## config.mk

```make
export PLATFORM = sky130hd
export DESIGN_NAME = sqrt_fp_iter
export DESIGN_NICKNAME = d
export VERILOG_FILES = /design/src/rtl/fp_pkg.sv /design/src/rtl/isqrt_step.sv /design/src/rtl/sqrt_fp_iter.sv
export SDC_FILE = /design/constraint.sdc
export NUM_CORES = 1
export LEC_CHECK = 0
export BUFFER_PORTS_ARGS = -buffer_cell sky130_fd_sc_hd__buf_2
export CORE_UTILIZATION = 61
export DETAILED_ROUTE_END_ITERATION = 8
export GPL_ROUTABILITY_DRIVEN = 0
export PLACE_DENSITY_LB_ADDON = 0.05
export SYNTH_ARGS = -nofsm -noshare
export SYNTH_HDL_FRONTEND = slang
export SYNTH_HIERARCHICAL = 1
export SYNTH_SLANG_ARGS = --single-unit
```

## constraint.sdc

```tcl
create_clock -name clk -period 4.3 [get_ports clk]
set_clock_uncertainty 0.1 [all_clocks]
set_input_delay 0.43 -clock clk [delete_from_list [all_inputs] [get_ports clk]]
set_output_delay 0.43 -clock clk [all_outputs]
set_load 0.02 [all_outputs]
```

## src/rtl/fp_pkg.sv

```systemverilog
// rtl/fp_pkg.sv - shared floating-point types, constants and helpers
package fp_pkg;

  localparam int DEF_EXP_W = 8;
  localparam int DEF_MAN_W = 23;

  typedef enum logic [1:0] {
    IDLE,
    CALC,
    ROUND,
    DONE
  } state_e;

  // Operand classes resolved at accept time
  typedef enum logic [2:0] {
    CLS_NORMAL,
    CLS_ZERO,
    CLS_NAN,
    CLS_NEG,
    CLS_INF
  } fp_class_e;

  function automatic int fp_bias(input int exp_w);
    return (1 << (exp_w - 1)) - 1;
  endfunction

  // Canonical quiet NaN {0, all-ones, 1, 0...0}, right-aligned in 64 bits
  function automatic logic [63:0] fp_qnan(input int exp_w, input int man_w);
    logic [63:0] r;
    r = '0;
    r[man_w-1] = 1'b1;
    for (int i = 0; i < exp_w; i++) begin
      r[man_w+i] = 1'b1;
    end
    return r;
  endfunction

  // Zero/denormal wins over sign so that -0 and negative denormals stay signed zeros
  function automatic fp_class_e fp_classify(input logic sign, input logic exp_zero,
                                            input logic exp_ones, input logic frac_zero);
    if (exp_zero)
      return CLS_ZERO;
    else if (exp_ones && !frac_zero)
      return CLS_NAN;
    else if (sign)
      return CLS_NEG;
    else if (exp_ones)
      return CLS_INF;
    else
      return CLS_NORMAL;
  endfunction

endpackage

```

## src/rtl/isqrt_step.sv

```systemverilog
// rtl/isqrt_step.sv - one restoring digit-by-digit integer square root iteration
module isqrt_step #(
  parameter int MAN_W = 23
) (
  input  logic [MAN_W+4:0] rem_i,
  input  logic [MAN_W+1:0] root_i,
  input  logic [1:0]       bits_i,
  output logic [MAN_W+4:0] rem_o,
  output logic [MAN_W+1:0] root_o
);

  localparam int REM_W  = MAN_W + 5;
  localparam int ROOT_W = MAN_W + 2;

  logic [REM_W-1:0] rem_sh;
  logic [REM_W-1:0] trial;
  logic             take;

  // Bring down two radicand bits and try to subtract (4*root + 1)
  always_comb begin
    rem_sh = (rem_i << 2) | REM_W'(bits_i);
    trial  = {1'b0, root_i, 2'b01};
    take   = (rem_sh >= trial);
    rem_o  = take ? (rem_sh - trial) : rem_sh;
    root_o = (root_i << 1) | ROOT_W'(take);
  end

endmodule

```

## src/rtl/sqrt_fp_iter.sv

```systemverilog
// rtl/sqrt_fp_iter.sv - iterative IEEE-754 square root, one root bit per clock
module sqrt_fp_iter
  import fp_pkg::*;
#(
  parameter int EXP_W = DEF_EXP_W,
  parameter int MAN_W = DEF_MAN_W
) (
  input  logic                     clk,
  input  logic                     rst,
  input  logic                     in_valid,
  output logic                     in_ready,
  input  logic [EXP_W+MAN_W:0]     in_a,
  output logic                     out_valid,
  input  logic                     out_ready,
  output logic [EXP_W+MAN_W:0]     out_sqrt,
  output logic                     out_invalid,
  output logic                     out_inexact
);

  localparam int W      = EXP_W + MAN_W + 1;
  localparam int BIAS   = fp_bias(EXP_W);
  localparam int RAD_W  = 2 * MAN_W + 4;
  localparam int REM_W  = MAN_W + 5;
  localparam int ROOT_W = MAN_W + 2;
  localparam int CNT_W  = $clog2(MAN_W + 3);

  localparam logic [W-1:0]     QNAN     = W'(fp_qnan(EXP_W, MAN_W));
  localparam logic [EXP_W:0]   BIAS_V   = (EXP_W + 1)'(BIAS);
  localparam logic [CNT_W-1:0] CNT_INIT = CNT_W'(MAN_W + 2);

  state_e            state_q, state_d;
  logic [CNT_W-1:0]  cnt_q, cnt_d;
  logic [RAD_W-1:0]  rad_q, rad_d;
  logic [REM_W-1:0]  rem_q, rem_d;
  logic [ROOT_W-1:0] root_q, root_d;
  logic [EXP_W-1:0]  exp_q, exp_d;
  logic [W-1:0]      out_sqrt_q, out_sqrt_d;
  logic              out_invalid_q, out_invalid_d;
  logic              out_inexact_q, out_inexact_d;

  logic              in_sign;
  logic [EXP_W-1:0]  in_exp;
  logic [MAN_W-1:0]  in_frac;
  fp_class_e         in_cls;
  logic [EXP_W:0]    exp_sum;
  logic              exp_odd;
  logic [RAD_W-1:0]  rad_init;

  logic [REM_W-1:0]  step_rem;
  logic [ROOT_W-1:0] step_root;

  logic [MAN_W:0]    mant_r;
  logic              mant_carry;
  logic [EXP_W-1:0]  exp_rnd;
  logic [W-1:0]      rnd_word;

  assign in_ready    = (state_q == IDLE);
  assign out_valid   = (state_q == DONE);
  assign out_sqrt    = out_sqrt_q;
  assign out_invalid = out_invalid_q;
  assign out_inexact = out_inexact_q;

  // Field split, classification and radicand alignment of the incoming operand.
  // (E + BIAS) has the parity of the unbiased exponent, and half of it is the
  // biased result exponent, so one adder yields both.
  always_comb begin
    in_sign  = in_a[W-1];
    in_exp   = in_a[W-2:MAN_W];
    in_frac  = in_a[MAN_W-1:0];
    in_cls   = fp_classify(in_sign, (in_exp == '0), (in_exp == '1), (in_frac == '0));
    exp_sum  = {1'b0, in_exp} + BIAS_V;
    exp_odd  = exp_sum[0];
    rad_init = exp_odd ? (RAD_W'({1'b1, in_frac}) << (MAN_W + 3))
                       : (RAD_W'({1'b1, in_frac}) << (MAN_W + 2));
  end

  isqrt_step #(
    .MAN_W (MAN_W)
  ) u_step (
    .rem_i  (rem_q),
    .root_i (root_q),
    .bits_i (rad_q[RAD_W-1 -: 2]),
    .rem_o  (step_rem),
    .root_o (step_root)
  );

  // Round half-up on the guard bit; a wrap of the hidden bit means the
  // mantissa reached 2.0 and the exponent bumps with a zero fraction
  always_comb begin
    mant_r     = root_q[MAN_W+1:1] + (MAN_W + 1)'(root_q[0]);
    mant_carry = root_q[MAN_W+1] & ~mant_r[MAN_W];
    exp_rnd    = exp_q + EXP_W'(mant_carry);
    rnd_word   = {1'b0, exp_rnd, mant_r[MAN_W-1:0]};
  end

  // Next-state and datapath updates for the sequencer
  always_comb begin
    state_d       = state_q;
    cnt_d         = cnt_q;
    rad_d         = rad_q;
    rem_d         = rem_q;
    root_d        = root_q;
    exp_d         = exp_q;
    out_sqrt_d    = out_sqrt_q;
    out_invalid_d = out_invalid_q;
    out_inexact_d = out_inexact_q;

    unique case (state_q)
      IDLE: begin
        if (in_valid) begin
          out_invalid_d = 1'b0;
          out_inexact_d = 1'b0;
          state_d       = DONE;
          case (in_cls)
            CLS_ZERO: out_sqrt_d = {in_sign, {(W - 1){1'b0}}};
            CLS_NAN:  out_sqrt_d = QNAN;
            CLS_NEG: begin
              out_sqrt_d    = QNAN;
              out_invalid_d = 1'b1;
            end
            CLS_INF:  out_sqrt_d = in_a;
            default: begin
              out_invalid_d = out_invalid_q;
              out_inexact_d = out_inexact_q;
              exp_d         = exp_sum[EXP_W:1];
              rad_d         = rad_init;
              rem_d         = '0;
              root_d        = '0;
              cnt_d         = CNT_INIT;
              state_d       = CALC;
            end
          endcase
        end
      end
      CALC: begin
        rem_d  = step_rem;
        root_d = step_root;
        rad_d  = rad_q << 2;
        cnt_d  = cnt_q - 1'b1;
        if (cnt_q == CNT_W'(1))
          state_d = ROUND;
      end
      ROUND: begin
        out_sqrt_d    = rnd_word;
        out_invalid_d = 1'b0;
        out_inexact_d = root_q[0] | (rem_q != '0);
        state_d       = DONE;
      end
      DONE: begin
        if (out_ready)
          state_d = IDLE;
      end
      default: state_d = IDLE;
    endcase
  end

  // State and datapath registers; reset drops any operation in flight
  always_ff @(posedge clk or posedge rst) begin
    if (rst) begin
      state_q       <= IDLE;
      cnt_q         <= '0;
      rad_q         <= '0;
      rem_q         <= '0;
      root_q        <= '0;
      exp_q         <= '0;
      out_sqrt_q    <= '0;
      out_invalid_q <= 1'b0;
      out_inexact_q <= 1'b0;
    end else begin
      state_q       <= state_d;
      cnt_q         <= cnt_d;
      rad_q         <= rad_d;
      rem_q         <= rem_d;
      root_q        <= root_d;
      exp_q         <= exp_d;
      out_sqrt_q    <= out_sqrt_d;
      out_invalid_q <= out_invalid_d;
      out_inexact_q <= out_inexact_d;
    end
  end

endmodule

```

==> run metrics, run 1 <==
nets@finish=1133; CP endpoint kind=register; clock tree root buffer cell=clkbuf_16; Clock transition at path regs=0.06 ns; Area Overhead vs Synth=8.750%; Syn Area/Cell=8.390 µm²; outcome=completed; pwr/cell area=908.5 mW/mm²; Die Span X=121.8 µm; vias in the first global route=6785; sequential share of the synthesized area=36.32%; Max Fclk=298.6 MHz; Max FO, Critical Path=28; final setup margin=0.9506 ns; share of post-route cells with drive strength above 1=13.94%; WL final=19.62 mm; setup tns final=0 ns; Tightest Pin Transition=1.011 ns; CP required=4.47 ns; HP Class=in2async; reported max-cap violation count=0; antenna violations before repair=0; Setup violations, final=0; final hold slack=0.1340 ns; endpoints failing hold=0; CTS tree=built; Max clock buf depth=2; Gate Count Post-Synth=1043; Yosys cell types=71; RSZ-0062 raised after global routing=false; Starting Density=62.80%; post-route ant nets=0; Final period util=77.89%; Post-Syn Area=0.008751 mm²; Worst Path Arrival=3.52 ns; Post-CTS Setup Inserts=0; largest net degree at the start of global routing=81; switching pwr=3.778 mW; via count of the routed design=7261; DP Area=0.008866 mm²; hold buffers post-CTS=0; drt first pass iters=5; cts bufs inserted=17; sw frac=43.69%; routed length per placed instance=15.71 µm; grt ovf=0; cts repair resizes=0; Clock power frac=18.5%; Core Area=0.01393 mm²; Crit Path Category=reg2reg; internal power=4.868 mW; diode count=0; largest cells by area after synthesis=dfrtp_1 (36%), nand2_1 (8.8%), o21ai_0 (5.9%), ha_1 (5.7%), a21oi_1 (3.5%); overall die height=121.8 µm; Comb pwr share=60.8%; Worst-Skew Late Latency=0.42 ns; # IOs=72; first-pass GRT wire length=32.90 mm; number of port buffers=71; DR iter-0 viols=467; final instance area=0.009517 mm²; Site Rows=43; Final min period=3.349 ns; Syn. warnings=6; commonest cells in the synthesized netlist=nand2_1 (204), dfrtp_1 (127), o21ai_0 (103), a21oi_1 (61), nor2_1 (61); count of state elements after synthesis=127; Synth area leader=dfrtp_1; Syn Nets=1119; Synth async-reset ratio=100.0%; H-tree levels=4; DRC violations left=0; P_leak=4.326 nW; HPWL after detailed placement=13.84 mm; die area=0.01483 mm²; Startpoint Class=register; post-DR vias/cell=5.813; total power=8.646 mW; Most used DFF post-synth=dfrtp_1; global-route usage over all layers=28.10%; count leader, synth=nand2_1; Post-synth EDFFs=0; final-report max-slew violation count=0; Peak supply drop=0.6446 mV; pre-CTS setup slack=0.9654 ns; sequential group share of total power=20.7%; total clock sinks=127; Slew headroom=32.57%; post-synth top area share=36.32%
## metrics by stage
stage / utilization, % / cells
2_1_floorplan: - / 1043
3_3_place_gp: 63.63 / 1218
3_5_place_dp: 63.63 / 1218
4_1_cts: 68.29 / 1249
5_1_grt: 68.29 / 1249
6_report: 68.29 / 1249
## path summary, 6_finish.rpt
path / cells after the start / slack, ns / start / end
worst max-delay path: 11 / 0.95 / root_q[3] / rem_q[9]
worst min-delay path: 2 / 0.13 / rst / rem_q[2]
worst max register to register: 11 / 0.95 / root_q[3] / rem_q[9]
worst min register to register: 2 / 0.37 / out_sqrt[16] / out_sqrt[16]
max in group asynchronous: 3 / 3.06 / rst / cnt_q[1]
min in group clk: 2 / 0.20 / in_a[0] / rad_q[25]
## layout make-up
| type | instances | area, µm² |
|---|---|---|
| inverter | 44 | 167.7 |
| sequential | 127 | 3178 |
| fill | 1167 | 4418 |
| clock inverter | 13 | 211.5 |
| tap | 180 | 225.2 |
| multi-input combinational | 789 | 4887 |
| timing repair buffer | 78 | 407.9 |
| clock buffer | 18 | 439.2 |
## registers in the layout, summed over array words and instances, names as in the netlist
register,flops
out_sqrt,32
rem_q,28
rad_q,25
root_q,25
exp_q,8
cnt_q,5
state_q,2
out_inexact,1
out_invalid,1
## layout by cell type (no fill, tap or decap), types with 17 or more instances in the layout
cell	synthesis	final
nand2_1	204	204
dfrtp_1	127	127
o21ai_0	103	103
buf_2	19	71
nor2_1	61	61
a21oi_1	61	61
inv_1	44	43
ha_1	40	39
xnor2_1	34	34
nand3_1	33	33
mux2i_1	24	24
xor2_1	21	21
nor3_1	20	20
o31ai_1	20	20
clkbuf_16	0	17
## worst max-delay path: stages (launching register included)
cell      delay [ns]
dfrtp_1         0.52
inv_1           0.10
ha_1            0.34
a21o_1          0.22
or3_4           0.34
o21ai_2         0.13
o21ai_2         0.10
o211ai_4        0.28
and2_4          0.53
mux2_2          0.39
nand2_1         0.06
o21ai_0         0.08
## kinds of logic (layout without fill, tap and decap cells)
| logic type | Yosys count | in the layout | synth area share [%] |
|---|---|---|---|
| buf+inv | 127 | 153 | 7.978 |
| simple gates | 385 | 385 | 20.26 |
| mux | 44 | 44 | 5.748 |
| flops | 127 | 127 | 36.32 |
| xor+xnor | 55 | 55 | 5.505 |
| compound gates | 265 | 265 | 18.47 |
| fa+ha+maj | 40 | 40 | 5.719 |
## layer usage
layer / GRT usage [%] / vias up / share of wire (%)
met2: 45.16 / 172 / 48
met4: 11.19 / 0 / 2.8
met5: 0 / - / 0
li1: - / 3636 / -
met1: 37.37 / 3414 / 46
met3: 5.150 / 39 / 3.4
## power by group through the flow
| stage | clock network, mW | registers (mW) | logic (mW) |
|---|---|---|---|
| finish | 1.60 | 1.79 | 5.26 |
| global route | 1.67 | 1.83 | 5.80 |
| CTS | 1.61 | 1.78 | 5.22 |
| detailed placement | 0 | 1.80 | 5.20 |
| global placement | 0 | 1.79 | 5.15 |
| floorplan | 0 | 1.79 | 4.59 |
Note: power is estimated with default switching activity, not from simulation.
==> inputs of run 2 (changes only) <==
--- a/config.mk
+++ b/config.mk
@@ -6,7 +6,7 @@
 export NUM_CORES = 1
 export LEC_CHECK = 0
 export BUFFER_PORTS_ARGS = -buffer_cell sky130_fd_sc_hd__buf_2
-export CORE_UTILIZATION = 61
+export CORE_UTILIZATION = 55
 export DETAILED_ROUTE_END_ITERATION = 8
 export GPL_ROUTABILITY_DRIVEN = 0
 export PLACE_DENSITY_LB_ADDON = 0.05
==> constraint.sdc (replaced) <==
create_clock -name clk -period 2.9 [get_ports clk]
set_clock_uncertainty 0.1 [all_clocks]
set_input_delay 0.29 -clock clk [delete_from_list [all_inputs] [get_ports clk]]
set_output_delay 0.29 -clock clk [all_outputs]
set_load 0.02 [all_outputs]
==> run metrics, run 2 (synthesized netlist as in run 1, its figures left out) <==
fin cells=1339 (was 1249); total clock sinks=127 (unchanged); pwr/cell area=1357 mW/mm² (was 908.5 mW/mm²); cts bufs inserted=17 (unchanged); Worst Path Arrival=2.95 ns (was 3.52 ns); # IOs=72 (unchanged); clock tree root buffer cell=clkbuf_16 (unchanged); Largest register FFs=32 (unchanged); outcome=completed (unchanged); Core Area=0.01537 mm² (was 0.01393 mm²); Site Rows=45 (was 43); endpoints failing hold=0 (unchanged); diode count=0 (unchanged); reported max-cap violation count=0 (unchanged); overall die height=128.1 µm (was 121.8 µm); nets@finish=1191 (was 1133); WL final=20.47 mm (was 19.62 mm); H-tree levels=4 (unchanged); post-DR vias/cell=5.563 (was 5.813); crit path buf inv count=1 (unchanged); via count of the routed design=7449 (was 7261); HP Class=in2reg (was in2async); sw frac=44.09% (was 43.69%); Setup violations, final=0 (unchanged); worst setup path startpoint=root_q[14] (was root_q[3]); switching pwr=6.013 mW (was 3.778 mW); post-route ant nets=0 (unchanged); antenna violations before repair=0 (unchanged); Peak supply drop=0.9771 mV (was 0.6446 mV); Worst-Skew Late Latency=0.42 ns (about the same); largest net degree at the start of global routing=158 (was 81); crit-path cells=inv_1, ha_2, nand3_1, a21boi_0, o2111ai_1, and2_1, o211ai_4, and2_2, mux2_2, nand2_1, o21ai_0 (was inv_1, ha_1, a21o_1, or3_4, o21ai_2, o21ai_2, o211ai_4, and2_4, mux2_2, nand2_1, o21ai_0); pre-CTS setup slack=0.03126 ns (was 0.9654 ns); HPWL after detailed placement=14.11 mm (was 13.84 mm); final-report max-slew violation count=0 (unchanged); final hold slack=0.06813 ns (was 0.1340 ns); die area=0.01642 mm² (was 0.01483 mm²); placed cells=1303 (was 1218); routed length per placed instance=15.29 µm (was 15.71 µm); P_leak=4.631 nW (was 4.326 nW); Max Fclk=361.2 MHz (was 298.6 MHz); Final min period=2.769 ns (was 3.349 ns); number of port buffers=71 (unchanged); first-pass GRT wire length=33.68 mm (was 32.90 mm); drt first pass iters=5 (unchanged); r2r startpoint=root_q[14] (was root_q[3]); Area Overhead vs Synth=14.86% (was 8.750%); Final period util=95.47% (was 77.89%); slowest CP cell=dfrtp_1 (was and2_4); grt ovf=0 (unchanged); CP required=3.08 ns (was 4.47 ns); Starting Density=56.93% (was 62.80%); Crit Path Category=reg2reg (unchanged); Clock power frac=16.9% (was 18.5%); Startpoint Class=register (unchanged); CTS tree=built (unchanged); Critical Path Max Stage Delay=0.39 ns (was 0.53 ns); sequential group share of total power=19.1% (was 20.7%); Die Span X=128.1 µm (was 121.8 µm); CP endpoint kind=register (unchanged); DRC violations left=0 (unchanged); Max clock buf depth=2 (unchanged); final setup margin=0.1313 ns (was 0.9506 ns); vias in the first global route=6858 (was 6785); most common cell after layout, fill and taps aside=nand2_1 (unchanged); DR iter-0 viols=496 (was 467); Comb pwr share=64.0% (was 60.8%); Clock transition at path regs=0.06 ns (about the same); Slew headroom=58.33% (was 32.57%); share of post-route cells with drive strength above 1=18.97% (was 13.94%); global-route usage over all layers=25.97% (was 28.10%); Tightest Pin Transition=0.6221 ns (was 1.011 ns); critical path's top delay family=simple AND/OR/NAND/NOR gates (unchanged); Max FO, Critical Path=8 (was 28); internal power=7.624 mW (was 4.868 mW); most frequent cells in the layout=nand2_1 (204), dfrtp_1 (126), o21ai_0 (100), buf_2 (71), nor2_1 (61) (was nand2_1 (204), dfrtp_1 (127), o21ai_0 (103), buf_2 (71)); min-delay src=in_a[0]
[run 2: cell count changes in the layout (fill, tap and decap cells not counted), moves of 2 or more]
cell     before  now
buf_4         7   58
buf_12        0    4
a21oi_1      61   59
a21oi_2       0    2
inv_6         1    4
ha_2          0    3
o21ai_0     103  100
o21ai_1      11   14
ha_1         39   36
[run 2: worst paths after layout]
check	endpoint	slack (ns)	cells after the start
worst max-delay path	rem_q[4]	0.13	11
max in group asynchronous	out_sqrt[9]	1.62	4
worst max register to register	rem_q[4]	0.13	11
min in group asynchronous	rad_q[32]	0.30	3
worst min register to register	out_sqrt[16]	0.37	2
worst min-delay path	rad_q[25]	0.07	2
[run 2: worst reg2reg max path, cell delays in order, from the launching register on]
cell and delay [ns]:
dfrtp_1 0.39, inv_1 0.06, ha_2 0.31, nand3_1 0.14, a21boi_0 0.20, o2111ai_1 0.13, and2_1 0.22, o211ai_4 0.22
and2_2 0.36, mux2_2 0.38, nand2_1 0.06, o21ai_0 0.07
[run 2: cell type report]
type | instances | area (µm²)
fill | 1347 | 5320
inverter | 44 | 168.9
clock inverter | 15 | 209.0
timing repair buffer | 134 | 880.8
multi-input combinational | 791 | 4923
clock buffer | 17 | 425.4
sequential | 127 | 3179
tap | 211 | 264.0
[run 2: power groups by stage]
stage               sequential, mW  clock [mW]  combinational, mW
floorplan                     2.65           0               6.81
CTS                           2.60        2.36               8.50
finish                        2.60        2.31               8.72
global route                  2.66        2.44               9.52
global placement              2.61           0               8.27
detailed placement            2.62           0               8.32
[run 2: layer usage]
metal / share of wire, % / global-route usage [%] / wire length (µm)
met1: 46 / 34.41 / 9393
met2: 48 / 42.74 / 9908
met3: 3.5 / 3.965 / 713
met4: 2.2 / 10.10 / 456
met5: 0 / 0 / 0
[run 2: what timing repair did]
action	4_1_cts	5_1_grt
pin swaps	0	1
setup endpoints to repair	3	20
resized for setup	0	10
gates cloned	1	1
hold endpoints to repair	14	0
hold buffers	1	0
setup buffers	0	1
[run 2: per-stage QoR]
stage	setup TNS (ns)	power, mW	util [%]	cell area (µm²)
after global routing	-0.006270	14.62	65.39	10050
after detailed placement	0	10.94	60.91	9363
final	0	13.64	65.39	10050
after CTS	0	13.46	65.15	10010
after global placement	0	10.88	60.91	9363
after floorplan	0	9.462	-	8756
==> inputs of run 3 (changes only) <==
--- a/config.mk
+++ b/config.mk
@@ -6,7 +6,8 @@
 export NUM_CORES = 1
 export LEC_CHECK = 0
 export BUFFER_PORTS_ARGS = -buffer_cell sky130_fd_sc_hd__buf_2
-export CORE_UTILIZATION = 55
+export CORE_ASPECT_RATIO = 0.9
+export CORE_UTILIZATION = 45
 export DETAILED_ROUTE_END_ITERATION = 8
 export GPL_ROUTABILITY_DRIVEN = 0
 export PLACE_DENSITY_LB_ADDON = 0.05
==> run metrics, run 3 (synthesized netlist as in run 1, its figures left out) <==
share of post-route cells with drive strength above 1=19.45% (was 18.97%); endpoints failing hold=0 (unchanged); Slew headroom=53.45% (was 58.33%); met3 Usage GRT=3.435% (was 3.965%); sequential group share of total power=18.9% (was 19.1%); Worst-Skew Late Latency=0.42 ns (about the same); switching pwr=6.116 mW (was 6.013 mW); Final min period=2.777 ns (was 2.769 ns); Clock power frac=16.8% (was 16.9%); routed length per placed instance=15.76 µm (was 15.29 µm); P_leak=4.684 nW (was 4.631 nW); nets@finish=1200 (was 1191); clock tree root buffer cell=clkbuf_16 (unchanged); Peak supply drop=1.074 mV (was 0.9771 mV); Post-CTS Setup Inserts=0 (unchanged); setup tns final=0 ns (unchanged); outcome=completed (unchanged); fin cells=1386 (was 1339); Critical Path Max Stage Delay=0.38 ns (was 0.39 ns); overall die height=134.3 µm (was 128.1 µm); Die Span X=149.0 µm (was 128.1 µm); Starting Density=45.82% (was 56.93%); grt ovf=0 (unchanged); M2 GR Usage=32.74% (was 42.74%); Max FO, Critical Path=14 (was 8); via count of the routed design=7383 (was 7449); Largest register FFs=32 (unchanged); WHS Endpoint=rad_q[25] (unchanged); crit path buf inv count=0 (was 1); DR iter-0 viols=539 (was 496); sw frac=44.24% (was 44.09%); pwr/cell area=1358 mW/mm² (was 1357 mW/mm²); drt first pass iters=5 (unchanged); total clock sinks=127 (unchanged); CP endpoint kind=register (unchanged); internal power=7.709 mW (was 7.624 mW); DRC violations left=0 (unchanged); die area=0.02001 mm² (was 0.01642 mm²); Core Area=0.01910 mm² (was 0.01537 mm²); Tightest Pin Transition=0.6968 ns (was 0.6221 ns); most frequent cells in the layout=nand2_1 (204), dfrtp_1 (126), o21ai_0 (101), buf_2 (71), buf_4 (67) (was nand2_1 (204), dfrtp_1 (126), o21ai_0 (100), buf_2 (71), nor2_1 (61)); H-tree levels=4 (unchanged); final-report max-slew violation count=0 (unchanged); final hold slack=0.08731 ns (was 0.06813 ns); min-delay src=in_a[0] (unchanged); Worst Path Arrival=2.96 ns (was 2.95 ns); CTS tree=built (unchanged); total power=13.83 mW (was 13.64 mW); number of port buffers=71 (unchanged); register-to-register setup slack=0.12 ns (was 0.13 ns); crit-path most repeated cell=o21ai_2; global-route usage over all layers=22.74% (was 25.97%); r2r worst-path depth=10 (was 11); Max Fclk=360.1 MHz (was 361.2 MHz); largest net degree at the start of global routing=158 (unchanged); crit-path cells=ha_1, a21o_1, or3_4, o21ai_2, o21ai_2, o211ai_4, and2_4, mux2_2, nand2_1, o21ai_0 (was inv_1, ha_2, nand3_1, a21boi_0, o2111ai_1, and2_1, o211ai_4, and2_2, mux2_2, nand2_1, o21ai_0); # IOs=72 (unchanged); post-DR vias/cell=5.327 (was 5.563); Crit Path Category=reg2reg (unchanged); vias in the first global route=6745 (was 6858); HPWL after detailed placement=15.59 mm (was 14.11 mm); cts bufs inserted=17 (unchanged); RSZ-0062 raised after global routing=true; diode count=0 (unchanged); post-route ant nets=0 (unchanged); Startpoint Class=register (unchanged); hold path cells=2 (unchanged); Comb pwr share=64.3% (was 64.0%); HP Class=in2reg (unchanged); reported max-cap violation count=0 (unchanged); Site Rows=48 (was 45); r2r startpoint=rem_q[3] (was root_q[14]); met1 Track Usage GR=34.96% (was 34.41%); first-pass GRT wire length=35.89 mm (was 33.68 mm); final instance area=0.01018 mm² (was 0.01005 mm²); CP required=3.08 ns (about the same); R2R Path End=rem_q[5] (was rem_q[4]); most common cell after layout, fill and taps aside=nand2_1 (unchanged); critical path's top delay family=simple AND/OR/NAND/NOR gates (unchanged); busiest layer in global routing=met1 (was met2); slowest CP cell=dfrtp_1 (unchanged); Setup violations, final=0 (unchanged); Final period util=95.76% (was 95.47%); DP Area=0.009507 mm² (was 0.009363 mm²); WL final=21.85 mm (was 20.47 mm); Area Overhead vs Synth=16.36% (was 14.86%); Clock transition at path regs=0.06 ns (about the same); antenna violations before repair=0 (unchanged); Max clock buf depth=2 (unchanged); FILL cells=1858 (was 1347); placed cells=1353 (was 1303)
==> run 3: cell count changes in the layout (fill, tap and decap cells not counted), moves of 2 or more <==
cell      previous run  this run
clkinv_2             2         0
ha_1                36        39
buf_4               58        67
ha_2                 3         0
==> run 3: worst max-delay path by stage <==
stage / from / endpoint / slack [ns] / depth (start not counted)
floorplan: root_q[3] / rem_q[12] / 0.002 / 13
global placement: rem_q[3] / rem_q[3] / 0.07 / 10
detailed placement: rem_q[3] / rem_q[7] / 0.02 / 10
CTS: rem_q[3] / rem_q[7] / 0.01 / 10
global route: root_q[3] / rem_q[26] / -0.03 / 11
finish: rem_q[3] / rem_q[5] / 0.12 / 10
==> run 3: repair_timing <==
item / in CTS / in global routing
endpoints found under the setup margin: 0 / 24
resized for setup: 0 / 10
endpoints found under the hold margin: 26 / 0
hold buffers: 1 / 0
==> run 3: final cells by class <==
class	instances	area, µm²	share of cell area [%]
clock buffer	17	425.4	4.178
clock inverter	14	205.2	2.015
inverter	44	168.9	1.659
multi-input combinational	790	4922	48.34
sequential	127	3179	31.22
tap	250	312.8	3.072
timing repair buffer	144	968.4	9.511
==> run 3: power by group through the flow <==
stage / clock network, mW / logic [mW] / registers [mW]
after floorplan: 0 / 6.81 / 2.65
after global placement: 0 / 8.56 / 2.63
after detailed placement: 0 / 8.57 / 2.63
after CTS: 2.38 / 8.60 / 2.61
after global routing: 2.45 / 9.76 / 2.67
final: 2.33 / 8.89 / 2.61
==> run 3: stage by stage <==
step           setup WS [ns]  utilization, %
2_1_floorplan       0.002166               -
3_3_place_gp         0.06930           49.78
3_5_place_dp         0.02262           49.78
4_1_cts              0.01054           53.13
5_1_grt             -0.03186           53.32
6_report              0.1229           53.32
==> run 3: routing by layer <==
metal	vias to the layer above	share of wire, %
met4	0	1.1
li1	3785	-
met1	3466	54
met5	-	0
met3	19	2.9
met2	113	42
